<file path="config.mk">
export PLATFORM = sky130hd
export DESIGN_NAME = mult_div_unit
export DESIGN_NICKNAME = d
export VERILOG_FILES = /design/src/rtl/mult_div_unit_pkg.sv /design/src/rtl/mult_div_unit_divider.sv /design/src/rtl/mult_div_unit.sv
export SDC_FILE = /design/constraint.sdc
export NUM_CORES = 2
export LEC_CHECK = 0
export CORE_ASPECT_RATIO = 1.4
export CORE_MARGIN = 2
export CORE_UTILIZATION = 60
export CTS_CLUSTER_DIAMETER = 50
export DETAILED_ROUTE_END_ITERATION = 7
export PLACE_DENSITY = 0.78
export SYNTH_ARGS = -nofsm -noshare
export SYNTH_HDL_FRONTEND = slang
export SYNTH_SLANG_ARGS = --single-unit
</file>
<file path="constraint.sdc">
create_clock -name clk -period 12.85 [get_ports clk]
set_input_delay 3.855 -clock clk [delete_from_list [all_inputs] [get_ports clk]]
set_output_delay 3.855 -clock clk [all_outputs]
set_load 0.02 [all_outputs]
</file>
<file path="src/rtl/mult_div_unit_pkg.sv">
// -----------------------------------------------------------------------------
// mult_div_unit_pkg
// Shared encodings for the multiply/divide unit and the controller that drives
// it: start codes, multdivOP operation codes, FSM states and the default busy
// cycle counts.
// -----------------------------------------------------------------------------
package mult_div_unit_pkg;

    // start input: which class of long-latency operation to launch (11 unused)
    typedef enum logic [1:0] {
        START_NONE = 2'b00,
        START_MULT = 2'b01,
        START_DIV  = 2'b10
    } start_e;

    // multdivOP input: exact operation within the class
    typedef enum logic [1:0] {
        OP_MULT  = 2'b00,
        OP_MULTU = 2'b01,
        OP_DIV   = 2'b10,
        OP_DIVU  = 2'b11
    } op_e;

    typedef enum logic {
        ST_IDLE = 1'b0,
        ST_BUSY = 1'b1
    } state_e;

    localparam int MULT_CYCLES_DEF = 5;
    localparam int DIV_CYCLES_DEF  = 10;

    function automatic int max_int(input int a, input int b);
        return (a > b) ? a : b;
    endfunction

endpackage

</file>
<file path="src/rtl/mult_div_unit_divider.sv">
// -----------------------------------------------------------------------------
// mdu_divider
// Combinational 32-bit divider, signed or unsigned. Signed division works on
// magnitudes: the quotient is negated when operand signs differ (truncation
// toward zero) and the remainder takes the sign of the dividend.
// A zero divisor raises div_by_zero; quotient/remainder are then meaningless
// and the caller must not commit them.
//
// The whole module exists only when MDU_DIV_EN is defined, so a build without
// division carries no divider at all.
//
// Ports:
//   dividend    in  32  numerator (rs)
//   divisor     in  32  denominator (rt)
//   is_signed   in  1   1 = div, 0 = divu
//   quotient    out 32  LO result
//   remainder   out 32  HI result
//   div_by_zero out 1   divisor == 0
// -----------------------------------------------------------------------------
`ifdef MDU_DIV_EN
module mdu_divider (
    input  logic [31:0] dividend,
    input  logic [31:0] divisor,
    input  logic        is_signed,
    output logic [31:0] quotient,
    output logic [31:0] remainder,
    output logic        div_by_zero
);

    logic        neg_a;
    logic        neg_b;
    logic [31:0] mag_a;
    logic [31:0] mag_b;
    logic [31:0] safe_b;
    logic [31:0] q_mag;
    logic [31:0] r_mag;

    assign neg_a = is_signed & dividend[31];
    assign neg_b = is_signed & divisor[31];

    assign mag_a = neg_a ? (32'd0 - dividend) : dividend;
    assign mag_b = neg_b ? (32'd0 - divisor)  : divisor;

    assign div_by_zero = (divisor == 32'd0);

    // Keep the operator away from a zero divisor so simulation never sees X.
    assign safe_b = div_by_zero ? 32'd1 : mag_b;

    assign q_mag = mag_a / safe_b;
    assign r_mag = mag_a % safe_b;

    assign quotient  = (neg_a ^ neg_b) ? (32'd0 - q_mag) : q_mag;
    assign remainder = neg_a ? (32'd0 - r_mag) : r_mag;

endmodule
`endif

</file>
<file path="src/rtl/mult_div_unit.sv">
// -----------------------------------------------------------------------------
// mult_div_unit
// Multi-cycle multiply/divide unit with HI/LO registers (MIPS style).
// A start in IDLE latches operands and operation, then the unit stays BUSY for
// MULT_CYCLES or DIV_CYCLES cycles and commits the result to HI/LO on the edge
// that ends the last busy cycle. mthi/mtlo write A directly while idle.
//
// Build option: MDU_DIV_EN -- when defined, div/divu are supported through the
// mdu_divider sub-module; when undefined, start = 10 is a no-op and no divider
// is built.
//
// Ports:
//   clk        in  1   rising-edge clock
//   reset      in  1   asynchronous, active-high reset
//   start      in  2   01 mult class, 10 div class, 00 none, 11 no-op
//   multdivOP  in  2   00 mult, 01 multu, 10 div, 11 divu
//   HIWrite    in  1   mthi: HI <= A (idle, start = 00 only)
//   LOWrite    in  1   mtlo: LO <= A (idle, start = 00 only)
//   HILOOP     in  1   read select: 1 = HI, 0 = LO
//   A          in  32  rs operand / mthi-mtlo data
//   B          in  32  rt operand
//   busy       out 1   operation in flight
//   HILO_out   out 32  selected HI or LO register (no write forwarding)
// -----------------------------------------------------------------------------
module mult_div_unit
    import mult_div_unit_pkg::*;
#(
    parameter int MULT_CYCLES = MULT_CYCLES_DEF,
    parameter int DIV_CYCLES  = DIV_CYCLES_DEF
) (
    input  logic        clk,
    input  logic        reset,
    input  logic [1:0]  start,
    input  logic [1:0]  multdivOP,
    input  logic        HIWrite,
    input  logic        LOWrite,
    input  logic        HILOOP,
    input  logic [31:0] A,
    input  logic [31:0] B,
    output logic        busy,
    output logic [31:0] HILO_out
);

    localparam int CNT_W = $clog2(max_int(MULT_CYCLES, DIV_CYCLES) + 1);

    state_e           state;
    state_e           next_state;
    logic [CNT_W-1:0] count;
    logic [CNT_W-1:0] count_next;

    op_e              op_q;
    op_e              op_next;
    logic [31:0]      a_q;
    logic [31:0]      b_q;
    logic [31:0]      hi;
    logic [31:0]      lo;

    logic             accept;
    logic             finish;
    logic             hi_we;
    logic             lo_we;

    // ------------------------------------------------------------------------
    // Next-state / control
    // ------------------------------------------------------------------------
    always_comb begin
        // NOTE: every output of this block gets a default first, so no path
        // leaves a variable unassigned and no latch is inferred.
        next_state = state;
        count_next = count;
        op_next    = op_q;
        accept     = 1'b0;
        finish     = 1'b0;
        hi_we      = 1'b0;
        lo_we      = 1'b0;

        case (state)
            ST_IDLE: begin
                if (start == START_MULT) begin
                    accept     = 1'b1;
                    op_next    = (multdivOP == OP_MULT) ? OP_MULT : OP_MULTU;
                    count_next = CNT_W'(MULT_CYCLES);
                    next_state = ST_BUSY;
                end
`ifdef MDU_DIV_EN
                else if (start == START_DIV) begin
                    accept     = 1'b1;
                    op_next    = (multdivOP == OP_DIV) ? OP_DIV : OP_DIVU;
                    count_next = CNT_W'(DIV_CYCLES);
                    next_state = ST_BUSY;
                end
`endif
                // Any nonzero start (including 11, or 10 without a divider)
                // takes precedence and drops a same-cycle mthi/mtlo.
                else if (start == START_NONE) begin
                    hi_we = HIWrite;
                    lo_we = LOWrite;
                end
            end

            ST_BUSY: begin
                // start/HIWrite/LOWrite are ignored here; the hazard unit
                // stalls the pipeline while busy.
                count_next = count - CNT_W'(1);
                if (count == CNT_W'(1)) begin
                    finish     = 1'b1;
                    next_state = ST_IDLE;
                end
            end

            default: next_state = ST_IDLE;
        endcase
    end

    // NOTE: sequential state uses non-blocking assignments so every register
    // samples the pre-edge values, independent of statement order.
    always_ff @(posedge clk or posedge reset) begin
        if (reset) begin
            state <= ST_IDLE;
            count <= '0;
        end else begin
            state <= next_state;
            count <= count_next;
        end
    end

    // ------------------------------------------------------------------------
    // Multiplier (inline): extend both operands to 64 bits; the low 64 bits of
    // the product are correct for both signed and unsigned operation.
    // ------------------------------------------------------------------------
    logic        mult_signed;
    logic [63:0] a_ext;
    logic [63:0] b_ext;
    logic [63:0] product;

    assign mult_signed = (op_q == OP_MULT);
    assign a_ext       = {{32{mult_signed & a_q[31]}}, a_q};
    assign b_ext       = {{32{mult_signed & b_q[31]}}, b_q};
    assign product     = a_ext * b_ext;

`ifdef MDU_DIV_EN
    logic [31:0] div_quo;
    logic [31:0] div_rem;
    logic        div_zero;

    mdu_divider u_divider (
        .dividend    (a_q),
        .divisor     (b_q),
        .is_signed   (op_q == OP_DIV),
        .quotient    (div_quo),
        .remainder   (div_rem),
        .div_by_zero (div_zero)
    );
`endif

    // ------------------------------------------------------------------------
    // Operand latches and HI/LO
    // ------------------------------------------------------------------------
    always_ff @(posedge clk or posedge reset) begin
        if (reset) begin
            op_q <= OP_MULT;
            a_q  <= '0;
            b_q  <= '0;
            hi   <= '0;
            lo   <= '0;
        end else begin
            if (accept) begin
                op_q <= op_next;
                a_q  <= A;
                b_q  <= B;
            end

            if (finish) begin
                if (op_q == OP_MULT || op_q == OP_MULTU) begin
                    {hi, lo} <= product;
                end
`ifdef MDU_DIV_EN
                // A zero divisor leaves HI/LO untouched.
                else if (!div_zero) begin
                    hi <= div_rem;
                    lo <= div_quo;
                end
`endif
            end else begin
                if (hi_we) hi <= A;
                if (lo_we) lo <= A;
            end
        end
    end

    assign busy     = (state == ST_BUSY);
    assign HILO_out = HILOOP ? hi : lo;

endmodule

</file>
==> results.txt <==
----------------------------------------------------
[Outcome]
  Result of the run ... finished clean

[Layout]
  Number of non-filler instances in the completed layout ... 5641
  Area Growth Syn to Fin ... 5.325%
  Share of cells above drive strength 1 ... between 5 and 6%
  Net count reported at finish ... between 6000 and 7000

[Critical path]
  Reg-to-Reg Start ... a_q[31]
  Data required, critical path ... ~9 ns
  Maximum fanout encountered on the critical timing path ... 32
  Critical Path Source ... HILOOP
  Reg-to-reg endpoint ... hi[31]
  Type of element launching the critical path ... input port
  WS Path Type ... input port to output port
  CP endpoint kind ... output port
  Register-to-register setup slack ... 3.65 ns
  Data arrival at the endpoint of the critical path ... approximately 5.6 ns
  Worst R2R Path Depth ... 28

[STA]
  Number of slew-limit violations in the final report ... 0
  Final Setup Violations ... 0
  Peak Freq ... about 110 MHz
  Tightest slew margin relative to the limit ... between 20% and 30%
  Final hold viol count ... 0
  Worst Clk Skew ... 0.01562 ns
  Final period demand of the worst path ... 9.484 ns
  Worst-margin pin slew ... 1.153 ns
  Period utilisation layout ... 73.81%
  Unrepaired setup endpoints after global routing ... false
  Final setup TNS ... 0 ns

[Clock network]
  Post-CTS Setup Bufs ... 0
  Count of clock tree sinks ... between 100 and 150
  Clock transition at the register clock pins on the worst setup and hold paths after CTS ... 0.06 ns
  Maximum level of the CTS H-tree ... 4
  Clock latency at the later pin of the worst-skew pair ... approximately 0.46 ns
  CTS buffer count ... 17
  TritonCTS clock tree ... built
  Number of buffers on the longest clock path ... 2
  Cell at the root of the clock tree ... sky130_fd_sc_hd__clkbuf_16
  Cts hold-fix bufs ... 0
  Post-CTS Resized ... 0

[Route]
  Via Count ... between 30000 and 40000
  Routed WL per cell ... 20.85 um
  Number of routed nets with antenna violations ... 0
  Pre-antenna DRT Iters ... 5
  Via density per instance ... between 5 and 6
  Number of DRC violations after detailed-routing iteration 0 ... between 1500 and 2000
  Drt drc ... 0
  Total wire length ... 117600 um

[Die]
  Die height ... between 300 and 400 um
  Area of the die ... approximately 76000 um2
  Die outline width ... 233.7 um
  Placement row count ... 117
  Number of I/O pins ... roughly 110
  Placeable Area ... approximately 73000 um2
  Starting density of the core ... about three fifths

[Placement]
  Last weighted congestion value of the routability-driven placer ... about 0.93
  DP HPWL ... just under 100000 um
  Instance count after placement with tap cells included ... 5605
  Port buffer count ... approximately 110

[Synthesis]
  Proportion of register bits with asynchronous set or reset after synthesis ... between 90% and 100%
  Net Count, Synth ... around 6200
  Number of unique standard cell types used by synthesis ... between 70 and 80
  Mean cell area of the mapped netlist ... 9.317 um2
  Summed instance area of the synthesized netlist ... 44310 um2
  Sequential share of the synthesized area ... under 10%
  Number of enable-type register cells in the synthesized netlist ... 0
  Warnings, synthesis ... 0
  Top flip-flop cell by instance count after synthesis ... sky130_fd_sc_hd__dfrtp_1
  Post-Syn Instances ... around 4800
  Number of synthesized register bits ... between 100 and 150

[GRT]
  Global-route wire length before repair ... 191600 um
  Number of antenna violations at the first check in global routing ... 7
  Global Route Usage Sum ... between 30% and 40%
  Total gr overflow ... 0
  Via count of the first global-routing pass ... 37150
  Pin count of the biggest net entering global routing ... 80

[Hold path]
  Endpoint of the worst hold path ... a_q[11]
  Count of cells along the worst hold path ... 1
  Startpoint of the worst hold path ... a_q[11]
  Worst min-delay path class ... register to register

[Flow run]
  Max-cap violations ... 0

----------------------------------------------------
how the worst max path moves through the flow:
stage              endpoint  cells past startpoint  slack (ns)
6_report       HILO_out[26]                      4        3.37
5_1_grt              hi[31]                     28        3.21
4_1_cts        HILO_out[26]                      4        3.37
3_5_place_dp    HILO_out[3]                      4        3.38
3_3_place_gp    HILO_out[4]                      4        3.41
2_1_floorplan  HILO_out[10]                      3        4.20
cell type report:
type / instances / area [um2]
Multi-Input combinational cell: 3208 / 35660
Timing Repair Buffer: 179 / 1607
Clock inverter: 14 / 157.7
Inverter: 1132 / 4254
Antenna cell: 4 / 10.01
Fill cell: 5853 / 26230
Clock buffer: 18 / 439.2
Tap cell: 952 / 1191
Sequential cell: 134 / 3353
state kept, by name, indices dropped and copies added (netlist names):
| signal | flops |
|---|---|
| b_q | 32 |
| busy | 1 |
| hi | 32 |
| count | 4 |
| a_q | 32 |
| op_q | 1 |
| lo | 32 |
critical path, cell delays in order:
cell and delay (ns):
sky130_fd_sc_hd__clkdlybuf4s50_1 0.45, sky130_fd_sc_hd__buf_4 0.37, sky130_fd_sc_hd__mux2_2 0.39, sky130_fd_sc_hd__clkdlybuf4s50_1 0.55
cells in the final DEF, fill, tap and decap left out, drive strengths merged, types with 5 or more instances in the layout:
cell type / n
a2111oi: 5
a211oi: 34
a21o: 27
a21oi: 89
a31oi: 12
and2: 368
and3: 8
and4: 8
buf: 74
clkbuf: 18
clkdlybuf4s50: 105
dfrtp: 134
fa: 1125
ha: 214
inv: 1140
mux2: 106
mux2i: 39
nand2: 776
nand2b: 5
nand3: 15
nand4: 18
nor2: 79
nor2b: 23
nor3: 16
nor4: 9
o21a: 6
o21ai: 83
o21bai: 9
o22ai: 5
or2: 12
or3: 6
xnor2: 44
xor2: 17
through the flow:
step	worst slack, ns	instance area [um2]	hold WS (ns)	util (%)
after floorplan	4.196	44310	0.4932	-
after global placement	3.407	46060	0.4889	63.19
after detailed placement	3.376	46060	0.4967	63.19
after CTS	3.371	46660	0.5117	64.00
after global routing	3.209	46670	0.5266	64.01
final	3.366	46670	0.5105	64.02
synthesized netlist by cell type, drive strengths merged (3+ instances only):
master | instances | share of area (%)
nor2b | 23 | 0.32
a21oi | 89 | 1.0
a211oi | 34 | 0.59
o21a | 6 | 0.10
buf | 25 | 0.25
nand4 | 18 | 0.25
nor3 | 16 | 0.18
a2111oi | 5 | 0.099
o21bai | 9 | 0.15
a21o | 27 | 0.46
and3 | 8 | 0.11
ha | 214 | 6.0
o211ai | 4 | 0.068
xnor2 | 44 | 0.87
xor2 | 17 | 0.34
nor4 | 9 | 0.14
o21ai | 83 | 0.95
nor2 | 79 | 0.67
or2 | 12 | 0.17
a211o | 3 | 0.059
fa | 1125 | 51
o22ai | 5 | 0.071
nand2 | 776 | 6.6
nand3 | 15 | 0.17
o31ai | 3 | 0.082
a221oi | 3 | 0.059
or3 | 6 | 0.085
mux2 | 106 | 2.7
a31oi | 12 | 0.18
dfrtp | 134 | 7.6
a21boi | 4 | 0.076
nand2b | 5 | 0.071
inv | 1132 | 9.6
clkbuf | 257 | 2.2
and2 | 368 | 5.2
a31o | 4 | 0.079
and4 | 8 | 0.16
mux2i | 39 | 0.88
per-layer routing:
metal  up-vias  wire [um]  global-route usage (%)
li1      13690          -                       -
met1     16960      37800                   35.31
met2      1507      62520                   58.52
met3       632       6579                   4.062
met4         0      10740                   24.97
met5         -          0                       0
kinds of logic (layout without fill, tap and decap cells):
kind of cell,after synthesis,count (layout),share of synthesized area [%]
compound gates,310,310,4.467
xor+xnor,61,61,1.206
fa+ha+maj,1339,1339,56.87
buf+inv,1414,1343,12.01
flops,134,134,7.567
mux,145,145,3.575
other cells,0,4,0
simple gates,1353,1353,14.30
Power is left out: the tool's default activity adds up to more than one toggle a clock period on the data nets, which glitch-free logic cannot reach.
